<file path="config.mk">
export PLATFORM = sky130hd
export DESIGN_NAME = serial_subtractor
export DESIGN_NICKNAME = d
export VERILOG_FILES = /design/src/rtl/serial_arith_pkg.sv /design/src/rtl/full_subtractor.sv /design/src/rtl/serial_subtractor.sv
export SDC_FILE = /design/constraint.sdc
export NUM_CORES = 1
export LEC_CHECK = 0
export CORE_UTILIZATION = 52
export DETAILED_ROUTE_END_ITERATION = 8
export GPL_TIMING_DRIVEN = 0
export HOLD_SLACK_MARGIN = 0.03
export PLACE_DENSITY = 0.75
export SYNTH_ARGS = -nofsm -noshare
export SYNTH_HDL_FRONTEND = slang
export SYNTH_HIERARCHICAL = 1
export SYNTH_SLANG_ARGS = --single-unit
</file>
<file path="constraint.sdc">
create_clock -name clk -period 1.7 [get_ports clk]
set_clock_uncertainty 0.05 [all_clocks]
set_input_delay 0.17 -clock clk [delete_from_list [all_inputs] [get_ports clk]]
set_output_delay 0.17 -clock clk [all_outputs]
set_load 0.01 [all_outputs]
</file>
<file path="src/rtl/serial_arith_pkg.sv">
// Shared definitions for the bit-serial arithmetic blocks: FSM states,
// default operand width and the signed-overflow check.
package serial_arith_pkg;

  localparam int unsigned DEFAULT_WIDTH = 8;

  typedef enum logic [1:0] {
    IDLE  = 2'd0,
    SHIFT = 2'd1,
    DONE  = 2'd2
  } state_t;

  // Subtraction overflows when operand signs differ and the result sign
  // departs from the minuend; addition is the same test with b's sign flipped.
  function automatic logic signed_ovf(input logic a_msb,
                                      input logic b_msb,
                                      input logic r_msb,
                                      input logic is_sub);
    logic b_eff;
    b_eff = is_sub ? ~b_msb : b_msb;
    return (a_msb == b_eff) && (r_msb != a_msb);
  endfunction

endpackage

</file>
<file path="src/rtl/full_subtractor.sv">
// Single-bit full subtractor cell: d = a - b - bin with borrow-out.
module full_subtractor (
  input  logic a,
  input  logic b,
  input  logic bin,
  output logic d,
  output logic bout
);

  assign d    = a ^ b ^ bin;
  assign bout = (~a & b) | (~(a ^ b) & bin);

endmodule

</file>
<file path="src/rtl/serial_subtractor.sv">
// Bit-serial two's-complement subtractor: a - b - bin, LSB first, one bit
// per clock through a single full_subtractor cell, start/busy/done handshake.
module serial_subtractor
  import serial_arith_pkg::*;
#(
  parameter int unsigned WIDTH = DEFAULT_WIDTH
) (
  input  logic             clk,
  input  logic             rst_n,
  input  logic             start,
  input  logic [WIDTH-1:0] a,
  input  logic [WIDTH-1:0] b,
  input  logic             bin,
  output logic             busy,
  output logic             done,
  output logic [WIDTH-1:0] diff,
  output logic             bout,
  output logic             ovf
);

  localparam int unsigned     CW   = $clog2(WIDTH);
  localparam logic [CW-1:0]   LAST = CW'(WIDTH - 1);

  state_t           state, state_nx;
  logic [WIDTH-1:0] a_sr, b_sr;
  logic [WIDTH-2:0] r_sr;
  logic [WIDTH-1:0] r_cat;
  logic [CW-1:0]    cnt;
  logic             borrow, a_msb, b_msb;
  logic             load, last;
  logic             d_cell, bout_cell;

  full_subtractor u_cell (
    .a    (a_sr[0]),
    .b    (b_sr[0]),
    .bin  (borrow),
    .d    (d_cell),
    .bout (bout_cell)
  );

  // r_sr holds the WIDTH-1 bits already produced; the current cell output
  // completes the word, so the final result is taken from r_cat directly.
  assign r_cat = {d_cell, r_sr};

  always_ff @(posedge clk or negedge rst_n) begin
    if (!rst_n) state <= IDLE;
    else        state <= state_nx;
  end

  always_comb begin
    state_nx = state;
    busy     = 1'b0;
    done     = 1'b0;
    load     = 1'b0;
    last     = 1'b0;
    case (state)
      IDLE: begin
        if (start) begin
          load     = 1'b1;
          state_nx = SHIFT;
        end
      end
      SHIFT: begin
        busy = 1'b1;
        if (cnt == LAST) begin
          last     = 1'b1;
          state_nx = DONE;
        end
      end
      DONE: begin
        busy     = 1'b1;
        done     = 1'b1;
        state_nx = IDLE;
      end
      default: state_nx = IDLE;
    endcase
  end

  always_ff @(posedge clk or negedge rst_n) begin
    if (!rst_n) begin
      a_sr   <= '0;
      b_sr   <= '0;
      r_sr   <= '0;
      borrow <= 1'b0;
      cnt    <= '0;
      a_msb  <= 1'b0;
      b_msb  <= 1'b0;
      diff   <= '0;
      bout   <= 1'b0;
      ovf    <= 1'b0;
    end else if (load) begin
      a_sr   <= a;
      b_sr   <= b;
      borrow <= bin;
      cnt    <= '0;
      a_msb  <= a[WIDTH-1];
      b_msb  <= b[WIDTH-1];
    end else if (state == SHIFT) begin
      a_sr   <= a_sr >> 1;
      b_sr   <= b_sr >> 1;
      r_sr   <= r_cat[WIDTH-1:1];
      borrow <= bout_cell;
      cnt    <= cnt + CW'(1);
      if (last) begin
        diff <= r_cat;
        bout <= bout_cell;
        ovf  <= signed_ovf(a_msb, b_msb, d_cell, 1'b1);
      end
    end
  end

endmodule

</file>
After elaboration in Yosys (flattened, before gate mapping)
Index checks and enable logic that the tools add are counted.
{"block": "word_totals", "reg_bits": 41, "inputBits": 20, "elab_cells": 52}
{"block": "classes", "add_sub_neg": 1, "eq_ne": 7, "muxes": 17, "n_bitwise": 9, "n_reduce_logical": 7}
{"op": "$mux W8", "n": 4}
{"op": "$mux W1", "n": 8}
{"op": "$mux W3", "n": 2}
{"op": "$mux W2", "n": 2}
{"op": "$ne A2 B2 Y1 const B", "n": 2}
{"op": "$not A1 Y1", "n": 4}
{"op": "$pmux W2 S2", "n": 1}
{"op": "$reduce_and A2 Y1", "n": 2}
{"op": "$add A3 B1 Y3 const B", "n": 1}
{"op": "$eq A3 B3 Y1 const B", "n": 1}
{"op": "$reduce_and A3 Y1", "n": 1}
{"op": "$and A1 B1 Y1", "n": 2}
{"op": "$eq A2 B1 Y1 const B", "n": 1}
{"op": "$eq A2 B2 Y1 const B", "n": 1}
{"op": "$logic_not A2 Y1", "n": 1}
{"op": "$reduce_bool A2 Y1", "n": 1}
{"op": "$reduce_or A2 Y1", "n": 1}
{"op": "$xor A1 B1 Y1", "n": 2}
{"op": "$eq A1 B1 Y1", "n": 1}
{"op": "$logic_and A1 B1 Y1", "n": 1}
{"op": "$ne A1 B1 Y1", "n": 1}
{"op": "$or A1 B1 Y1", "n": 1}

Depth between registers and ports, before layout
Gate-level depths: netlist (run 1).
{"block": "logic_depth", "depth_word": 6, "mapped_depth": 7, "depth_no_buf": 5}

Modules after synthesis
Netlist (run 1), hierarchy kept.
{"mod": "serial_subtractor", "n_inst": 1, "cells_per_inst": 141, "area_each_um2": 1876.8}
{"mod": "full_subtractor", "n_inst": 1, "cells_per_inst": 4, "area_each_um2": 31.3}

Worst setup path before layout (run 1)
OpenSTA, ideal clock, no wires.
{"block": "synth_path", "path_kind": "register to register", "start": "register a_sr[0]", "end": "register ovf", "t_arrival_ns": 1.345, "slack_ns": 0.180, "path_stages_with_launch": 5, "synth_period_minus_slack_ns": 1.520, "cell_sequence": "dfrtp_1 > fa_1 > nand2b_1 > o21ai_0 > mux2_2"}
{"block": "synth_between", "elab_chain_len": 4}
{"item": "from (decl)", "line": "serial_subtractor.sv:25", "rtl": "logic [WIDTH-1:0] a_sr, b_sr;"}
{"item": "from (signal assigned)", "line": "serial_subtractor.sv:99", "rtl": "a_sr <= a_sr >> 1;"}
{"item": "$xor A1 B1 Y1 (2 in a row)", "line": "full_subtractor.sv:10", "rtl": "assign d = a ^ b ^ bin;"}
{"item": "net d_cell", "line": "serial_subtractor.sv:31", "rtl": "logic d_cell, bout_cell;"}
{"item": "$ne A1 B1 Y1", "line": "serial_arith_pkg.sv:21", "rtl": "return (a_msb == b_eff) && (r_msb != a_msb);"}
{"item": "$logic_and A1 B1 Y1", "line": "serial_arith_pkg.sv:21"}
{"item": "to (signal assigned)", "line": "serial_subtractor.sv:107", "rtl": "ovf <= signed_ovf(a_msb, b_msb, d_cell, 1'b1);"}
{"item": "to (decl)", "line": "serial_subtractor.sv:18", "rtl": "output logic ovf"}
The timed path passes the listed nets, and every way through them passes these cells.
A chain may end at the register's enable or synchronous reset.

Worst setup path in the final report (run 1)
{"block": "layout_path", "start": "register state[1]", "end": "output port busy"}
{"block": "layout_between", "elab_chain_len": 3, "elab_cells_between_ends": 4}
{"item": "from (decl)", "line": "serial_subtractor.sv:24", "rtl": "state_t state, state_nx;"}
{"item": "from (signal assigned)", "line": "serial_subtractor.sv:47", "rtl": "else state <= state_nx;"}
{"item": "$eq A2 B1 Y1 / $eq A2 B2 Y1 (equally long branches)", "line": "serial_subtractor.sv:56", "rtl": "case (state)"}
{"item": "$reduce_or A2 Y1 (no source line) (*)"}
{"item": "$mux W1 (*)", "line": "serial_subtractor.sv:56"}
{"item": "to (decl)", "line": "serial_subtractor.sv:14", "rtl": "output logic busy,"}
Mark *: on every way between the ends. The rest lies on a longest branch, timed or not.

==> impl_metrics.env, run 1 <==
export IMPL_nNetsFinal=214
export IMPL_vdd_drop_max_mv=0.993
export IMPL_yosysUniqueCellTypes=25
export IMPL_regArea_um2=1030
export IMPL_critPathCaptureType="primary output"
export IMPL_slew_headroom_pct=41.6
export IMPL_worstPathMaxFanout=4
export IMPL_crit_cells=3
export IMPL_critical_path_max_stage_delay_ps=400
export IMPL_cts_root_buf="clkbuf_4"
export IMPL_synth_warnings=6
export IMPL_clock_latency_ps=360
export IMPL_post_route_min_period_ps=1610
export IMPL_crit_buf_inv=2
export IMPL_cp_slowest_cell="dfrtp_1"
export IMPL_start_kind="flop"
export IMPL_coreArea_um2=3420
export IMPL_cts_sinks=41
export IMPL_final_common_cell="dfrtp_1"
export IMPL_routed_wl_um=3170
export IMPL_dp_hpwl_um=2240
export IMPL_critPathKind="reg -> out"
export IMPL_vias_per_cell=5.01
export IMPL_max_freq_ghz=0.623
export IMPL_die_h_um=62.6
export IMPL_utilization_pct=70.4
export IMPL_syn_inst=145
export IMPL_drive_gt1_share_pct=27.1
export IMPL_p_per_area_nw_per_um2=1780
export IMPL_cts_tree="yes"
export IMPL_gp_congestion=0.760
export IMPL_final_cells=234
export IMPL_die_area_um2=3920
export IMPL_syn_area_per_cell_um2=13.2
export IMPL_antenna_left=0
export IMPL_fill_cells=252
export IMPL_cts_made_buffers=5
export IMPL_crit_required_ps=1480
export IMPL_p_leak_nw=1.13
export IMPL_path_clk_slew_ps=120
export IMPL_hold_depth=3
export IMPL_setup_viol=0
export IMPL_grt_max_degree=42
export IMPL_antennaDiodeCount=0
export IMPL_row_count=21
export IMPL_drc=0
export IMPL_track_usage_pct=18.6
export IMPL_areaGrowthSynthToFinish_pct=26.1
export IMPL_slew_violations=0
export IMPL_drv_cap=0
export IMPL_cp_data_arrival_time_ps=1390
export IMPL_reg2regPathDepth=5
export IMPL_synth_nets=172
export IMPL_worst_pin_slew_ps=875
export IMPL_multi_input_area_um2=776
export IMPL_hp_class="in -> reg"
export IMPL_wl_per_cell_um=13.5
export IMPL_grt_overflow_total=0
export IMPL_synth_area_um2=1910
export IMPL_most_common_layout_cells="dfrtp_1 (41), clkdlybuf4s50_1 (28), mux2_2 (18)"
export IMPL_synth_seq_cells=41
export IMPL_rsz0062_at_grt="false"
export IMPL_fin_crit_sh_pct=94.5
export IMPL_drt_first_pass_iters=3
export IMPL_first_iter_violations=15
export IMPL_ys_seq_area_share_pct=53.8
export IMPL_clockBufferDepth=2
export IMPL_cp_cell_sequence="inv_1, ha_1, dlygate4sd2_1"
export IMPL_hold_viol_final=0
export IMPL_vias=1172
export IMPL_die_w_um=62.6
export IMPL_antenna_found_initial=0
export IMPL_htreeDepth=2
export IMPL_numPortBuffers=31
export IMPL_ioPinCount=32
export IMPL_status="finished, final reports clean"
export IMPL_grt_pass1_wl_um=5620
export IMPL_dp_cells=222
export IMPL_crit_family="flip-flops"
export IMPL_start_util_pct=55.9
export IMPL_grt_pass1_vias=1256
[cells by family (layout without fill, tap and decap cells)]
kind of cell / after synthesis / in the layout / synth area share, %
DFF: 41 / 41 / 53.8
muxes: 37 / 37 / 21.1
and+or+nand+nor: 25 / 25 / 6.62
AOI/OAI and AO/OA: 21 / 21 / 7.34
buffers and inverters: 13 / 56 / 5.70
adders and majority gates: 7 / 7 / 4.98
xor gates and xnor gates: 1 / 1 / 0.459
[cell type report]
type | instances | share of cell area [%]
multi-input combinational | 91 | 32.2
buffer | 7 | 3.59
timing repair buffer | 35 | 13.9
inverter | 6 | 0.936
sequential | 41 | 42.6
tap | 46 | 2.39
clock buffer | 5 | 1.56
clock inverter | 3 | 2.70
[sequential cells by signal, summed over array words and instances, names as in the netlist]
name    cells
a_msb       1
bout        1
ovf         1
b_sr        8
r_sr        7
state       2
diff        8
borrow      1
a_sr        8
cnt         3
b_msb       1
[path summary, 6_finish.rpt]
kind / from / end / slack (ps)
worst max-delay path: state[1]$_DFFE_PN0P_ / busy / 90
worst min register to register: r_sr[0]$_DFFE_PN0P_ / r_sr[0]$_DFFE_PN0P_ / 470
min in group asynchronous: rst_n / diff[3]$_DFFE_PN0P_ / 400
worst max register to register: borrow$_DFFE_PN0P_ / ovf$_DFFE_PN0P_ / 100
max in group asynchronous: rst_n / b_sr[2]$_DFFE_PN0P_ / 650
worst min-delay path: b[0] / b_sr[0]$_DFFE_PN0P_ / 300
[power by group]
| group | internal, mW | total (mW) | leakage [nW] | switching, mW |
|---|---|---|---|---|
| registers | 1.41 | 1.66 | 0.520 | 0.251 |
| clock network | 0.455 | 0.765 | 0.0552 | 0.310 |
| logic | 1.06 | 1.87 | 0.556 | 0.805 |
[worst register-to-register path, cell delays in order, from the launching register on]
cell and delay (ps):
dfrtp_1 360, inv_1 60, fa_2 600, nand2b_1 100, o21ai_0 70, mux2_2 260
[per-stage QoR]
stage / setup slack, ps / instance area, um2 / power, mW / hold slack, ps / TNS [ps]
2_1_floorplan: 180 / 1910 / 2.99 / -176 / 0
6_report: 93.9 / 2410 / 4.29 / 298 / 0
3_3_place_gp: -530 / 2280 / 3.44 / 436 / -21670
4_1_cts: 59.0 / 2400 / 4.33 / 282 / 0
3_5_place_dp: 75.0 / 2270 / 3.54 / 294 / 0
5_1_grt: 6.27 / 2410 / 4.60 / 306 / 0
[routing by layer]
layer | track usage (%) | wire (um) | up-vias
li1 | - | - | 576
met1 | 20.9 | 1420 | 565
met2 | 33.2 | 1570 | 25
met3 | 4.93 | 118 | 6
met4 | 7.85 | 65 | 0
met5 | 0 | 0 | -
[cells in the mapped netlist (all sizes together)]
cell type	number	share of area [%]
mux2	20	12
a21oi	1	0.26
nand2	16	3.1
and2	1	0.46
nand3b	1	0.39
o21ai	17	5.6
o21a	1	0.39
xnor2	1	0.46
dfrtp	41	54
nor2	5	1.8
fa	1	1.0
mux2i	17	8.9
a22o	2	1.0
clkbuf	3	1.7
buf	4	2.8
and2b	1	0.46
ha	6	3.9
inv	6	1.2
nand2b	1	0.33
[repair_timing]
action | 4_1_cts | 5_1_grt
hold buffers | 1 | 0
hold endpoints to repair | 41 | 0
setup endpoints to repair | 2 | 1
gates resized for setup | 2 | 1
pin swaps | 0 | 1
setup buffers | 2 | 1
(Power assumes the default switching activity.)
==> run 2: changes to the inputs <==
- CORE_ASPECT_RATIO: not set -> 1.75
==> impl_metrics.env, run 2 (synthesis gave the netlist of run 1 again) <==
export IMPL_status="finished, final reports clean"
export IMPL_antenna_left=0
export IMPL_crit_required_ps=1830
export IMPL_grt_overflow_total=0
export IMPL_track_usage_pct=19.8
export IMPL_hp_class="in -> reg"
export IMPL_clockBufferDepth=2
export IMPL_first_iter_violations=39
export IMPL_htreeDepth=2
export IMPL_final_cells=230
export IMPL_areaGrowthSynthToFinish_pct=23.9
export IMPL_reg_top3="a_sr (8), b_sr (8), diff (8)"
export IMPL_die_area_um2=3930
export IMPL_cts_made_buffers=5
export IMPL_hold_viol_final=0
export IMPL_ioPinCount=32
export IMPL_vias=1175
export IMPL_clock_latency_ps=290
export IMPL_dp_hpwl_um=2420
export IMPL_row_count=28
export IMPL_critPathKind="reg -> reg"
export IMPL_numPortBuffers=31
export IMPL_drc=0
export IMPL_grt_pass1_vias=1216
export IMPL_fill_cells=287
export IMPL_cp_slowest_cell="fa_1"
export IMPL_cts_root_buf="clkbuf_8"
export IMPL_path_clk_slew_ps=80
export IMPL_drive_gt1_share_pct=25.4
export IMPL_cts_tree="yes"
export IMPL_vias_per_cell=5.11
export IMPL_setup_viol=0
export IMPL_grt_pass1_wl_um=5360
export IMPL_die_w_um=47.8
export IMPL_critical_path_max_stage_delay_ps=610
export IMPL_worstPathMaxFanout=4
export IMPL_critPathCaptureType="flop"
export IMPL_p_per_area_nw_per_um2=1740
export IMPL_multi_input_area_um2=773
export IMPL_hold_depth=3
export IMPL_nNetsFinal=211
export IMPL_start_kind="flop"
export IMPL_max_freq_ghz=0.608
export IMPL_fin_crit_sh_pct=96.7
export IMPL_power_mw=4.12
export IMPL_worst_pin_slew_ps=883
export IMPL_rsz0062_at_grt="false"
export IMPL_gp_congestion=0.724
export IMPL_cp_data_arrival_time_ps=1780
export IMPL_regArea_um2=1030
export IMPL_dp_cells=221
export IMPL_coreArea_um2=3430
export IMPL_routed_wl_um=3260
export IMPL_start_util_pct=55.6
export IMPL_p_leak_nw=1.11
export IMPL_drv_cap=0
export IMPL_grt_max_degree=42
export IMPL_die_h_um=82.1
export IMPL_reg2regPathDepth=4
export IMPL_slew_violations=0
export IMPL_wl_per_cell_um=14.2
export IMPL_antennaDiodeCount=0
export IMPL_antenna_found_initial=0
export IMPL_cp_cell_sequence="fa_1, nand2b_1, o21ai_0, mux2_2"
export IMPL_post_route_min_period_ps=1640
export IMPL_drt_first_pass_iters=4
export IMPL_cts_sinks=41
export IMPL_slew_headroom_pct=41.1
export IMPL_final_common_cell="dfrtp_1"
export IMPL_cts_setup_buffers=0
export IMPL_fin_tns_setup_ps=0
export IMPL_vdd_drop_max_mv=1.05
export IMPL_most_common_layout_cells="dfrtp_1 (41), clkdlybuf4s50_1 (28), mux2_2 (18)"
-- run 2: report_power, final --
| group | internal, mW | leakage [nW] | total (mW) | switching, mW |
|---|---|---|---|---|
| logic | 1.03 | 0.542 | 1.84 | 0.813 |
| registers | 1.41 | 0.520 | 1.67 | 0.255 |
| clock network | 0.283 | 0.0439 | 0.614 | 0.331 |
| total | 2.72 | 1.11 | 4.12 | 1.40 |
-- run 2: worst paths after layout --
path,slack (ps),end,start
setup / recovery,60,ovf$_DFFE_PN0P_,a_sr[0]$_DFFE_PN0P_
hold / removal,370,b_sr[3]$_DFFE_PN0P_,b[3]
setup reg to reg,60,ovf$_DFFE_PN0P_,a_sr[0]$_DFFE_PN0P_
hold reg to reg,460,ovf$_DFFE_PN0P_,ovf$_DFFE_PN0P_
max in group asynchronous,570,b_sr[6]$_DFFE_PN0P_,rst_n
min in group asynchronous,490,r_sr[1]$_DFFE_PN0P_,rst_n
-- run 2: what timing repair did --
item,4_1_cts,5_1_grt
hold endpoints to repair,41,0
hold buffers,1,0
setup endpoints to repair,2,0
gates resized for setup,2,0
-- run 2: stage by stage --
stage                     utilization, %  worst slack [ps]  hold WS (ps)  area, um2
after detailed placement            66.1              44.7           290       2270
final                               68.8              56.2           369       2360
after global routing                68.8              3.76           378       2360
after global placement              66.3              -503           438       2270
after floorplan                        -               180          -176       1910
after CTS                           68.8              35.9           362       2360
-- run 2: worst max-delay path, delay by kind of cell (launching register included) --
family          cells  cell delay (ps)
compound gates      1               90
fa+ha+maj           1              610
flops               1              410
mux                 1              270
simple gates        1              120
-- run 2: layout make-up --
cell class	instances	share of cell area, %
buffer	7	3.65
multi-input combinational	91	32.7
inverter	6	0.953
sequential	41	43.4
timing repair buffer	32	13.2
tap	45	2.38
clock inverter	3	0.741
clock buffer	5	2.91
-- run 2: metal layers --
| metal | share of wire [%] | GRT usage [%] | vias up |
|---|---|---|---|
| li1 | - | - | 570 |
| met1 | 40 | 22.8 | 578 |
| met4 | 2.1 | 9.17 | 0 |
| met5 | 0 | 0 | - |
| met2 | 55 | 33.1 | 23 |
| met3 | 2.6 | 4.57 | 4 |
==> run 3: changes to the inputs <==
- MAX_ROUTING_LAYER: not set -> met4
- TNS_END_PERCENT: not set -> 5
==> impl_metrics.env, run 3 (synthesis gave the netlist of run 1 again) <==
export IMPL_drt_first_pass_iters=4
export IMPL_crit_path_start="a_sr[0]$_DFFE_PN0P_"
export IMPL_hold_viol_final=0
export IMPL_crit_family="adder cells"
export IMPL_p_leak_nw=1.11
export IMPL_drv_cap=0
export IMPL_drc=0
export IMPL_critPathKind="reg -> reg"
export IMPL_clockBufferDepth=2
export IMPL_start_kind="flop"
export IMPL_setup_viol=0
export IMPL_vdd_drop_max_mv=1.05
export IMPL_antenna_found_initial=0
export IMPL_cp_cell_sequence="fa_1, nand2b_1, o21ai_0, mux2_2"
export IMPL_crit_cells=4
export IMPL_vias=1186
export IMPL_fill_cells=287
export IMPL_cts_root_buf="clkbuf_8"
export IMPL_vias_per_cell=5.16
export IMPL_areaGrowthSynthToFinish_pct=23.9
export IMPL_track_usage_pct=20.3
export IMPL_critical_path_max_stage_delay_ps=610
export IMPL_crit_required_ps=1830
export IMPL_nNetsFinal=211
export IMPL_cts_made_buffers=5
export IMPL_routed_wl_um=3270
export IMPL_die_w_um=47.8
export IMPL_row_count=28
export IMPL_grt_max_degree=42
export IMPL_fin_tns_setup_ps=0
export IMPL_max_freq_ghz=0.607
export IMPL_grt_pass1_wl_um=5380
export IMPL_rsz0062_at_grt="false"
export IMPL_r2r_slack_ps=50
export IMPL_critPathCaptureType="flop"
export IMPL_p_per_area_nw_per_um2=1740
export IMPL_slew_violations=0
export IMPL_ioPinCount=32
export IMPL_reg2regPathDepth=4
export IMPL_worstPathMaxFanout=4
export IMPL_utilization_pct=68.8
export IMPL_dp_hpwl_um=2420
export IMPL_slew_headroom_pct=40.0
export IMPL_die_area_um2=3930
export IMPL_htreeDepth=2
export IMPL_start_util_pct=55.6
export IMPL_cts_tree="yes"
export IMPL_cts_setup_buffers=0
export IMPL_cts_sinks=41
export IMPL_antennaDiodeCount=0
export IMPL_grt_overflow_total=0
export IMPL_final_common_cell="dfrtp_1"
export IMPL_post_route_min_period_ps=1650
export IMPL_wl_per_cell_um=14.2
export IMPL_dp_cells=221
export IMPL_coreArea_um2=3430
export IMPL_clock_latency_ps=290
export IMPL_cp_data_arrival_time_ps=1780
export IMPL_first_iter_violations=46
export IMPL_drive_gt1_share_pct=25.4
export IMPL_reg_top3="a_sr (8), b_sr (8), diff (8)"
export IMPL_critPathCapture="ovf$_DFFE_PN0P_"
export IMPL_worst_pin_slew_ps=900
export IMPL_path_clk_slew_ps=80
export IMPL_status="finished, final reports clean"
export IMPL_final_cells=230
export IMPL_fin_crit_sh_pct=96.9
export IMPL_most_common_layout_cells="dfrtp_1 (41), clkdlybuf4s50_1 (28), mux2_2 (18)"
export IMPL_reg2reg_to="ovf$_DFFE_PN0P_"
export IMPL_crit_buf_inv=0
export IMPL_gp_congestion=0.733
export IMPL_grt_pass1_vias=1219
export IMPL_hp_class="in -> reg"
export IMPL_cp_slowest_cell="fa_1"
export IMPL_die_h_um=82.1
export IMPL_crit_reg2reg_launch="a_sr[0]$_DFFE_PN0P_"
export IMPL_numPortBuffers=31
export IMPL_antenna_left=0
==> run 3: cell counts in the layout (fill, tap and decap cells not counted) <==
No cell type changed its count.
==> run 3: how the worst min path moves through the flow <==
| stage | startpoint | end | cells past startpoint |
|---|---|---|---|
| 2_1_floorplan | rst_n | a_msb$_DFFE_PN0P_ | 0 |
| 3_3_place_gp | r_sr[0]$_DFFE_PN0P_ | diff[0]$_DFFE_PN0P_ | 1 |
| 3_5_place_dp | rst_n | r_sr[0]$_DFFE_PN0P_ | 1 |
| 4_1_cts | a[1] | a_sr[1]$_DFFE_PN0P_ | 3 |
| 5_1_grt | b[3] | b_sr[3]$_DFFE_PN0P_ | 3 |
| 6_report | b[3] | b_sr[3]$_DFFE_PN0P_ | 3 |
==> run 3: where the power goes <==
group          leakage, nW  total (mW)  internal, mW  switching, mW
clock               0.0439       0.613         0.283          0.330
sequential           0.520        1.66          1.41          0.253
combinational        0.542        1.84          1.03          0.812
==> run 3: repair_timing <==
item | in CTS | in global routing
endpoints found under the hold margin | 41 | 0
hold buffers | 1 | 0
setup endpoints to repair | 2 | 0
resized for setup | 2 | 0
==> run 3: final cells by class <==
type / count / area [um2] / area share [%]
Inverter: 6 / 22.5 / 0.953
Clock inverter: 3 / 17.5 / 0.741
Timing Repair Buffer: 32 / 313 / 13.2
Clock buffer: 5 / 68.8 / 2.91
Sequential cell: 41 / 1030 / 43.4
Buffer: 7 / 86.3 / 3.65
Tap cell: 45 / 56.3 / 2.38
Multi-Input combinational cell: 91 / 773 / 32.7
==> run 3: worst reg2reg max path, delay by kind of cell, from the launching register on <==
kind,cells,cell delay (ps)
multiplexers,1,270
flip-flops,1,410
AND/OR/NAND/NOR,1,120
adder cells (fa/ha/maj),1,610
AO/OA/AOI/OAI,1,90
==> run 3: through the flow <==
step	worst slack, ps	power, mW	hold WS, ps	instance area [um2]
after floorplan	180	2.99	-176	1910
after global placement	-503	3.45	438	2270
after detailed placement	44.7	3.56	290	2270
after CTS	35.9	4.17	362	2360
after global routing	3.76	4.41	378	2360
final	53.4	4.12	368	2360
==> run 3: layer usage <==
metal | GRT usage (%) | routed length, um
met3 | 4.57 | 88
met4 | 9.17 | 68
met2 | 33.1 | 1800
met5 | - | 0
met1 | 23.0 | 1310
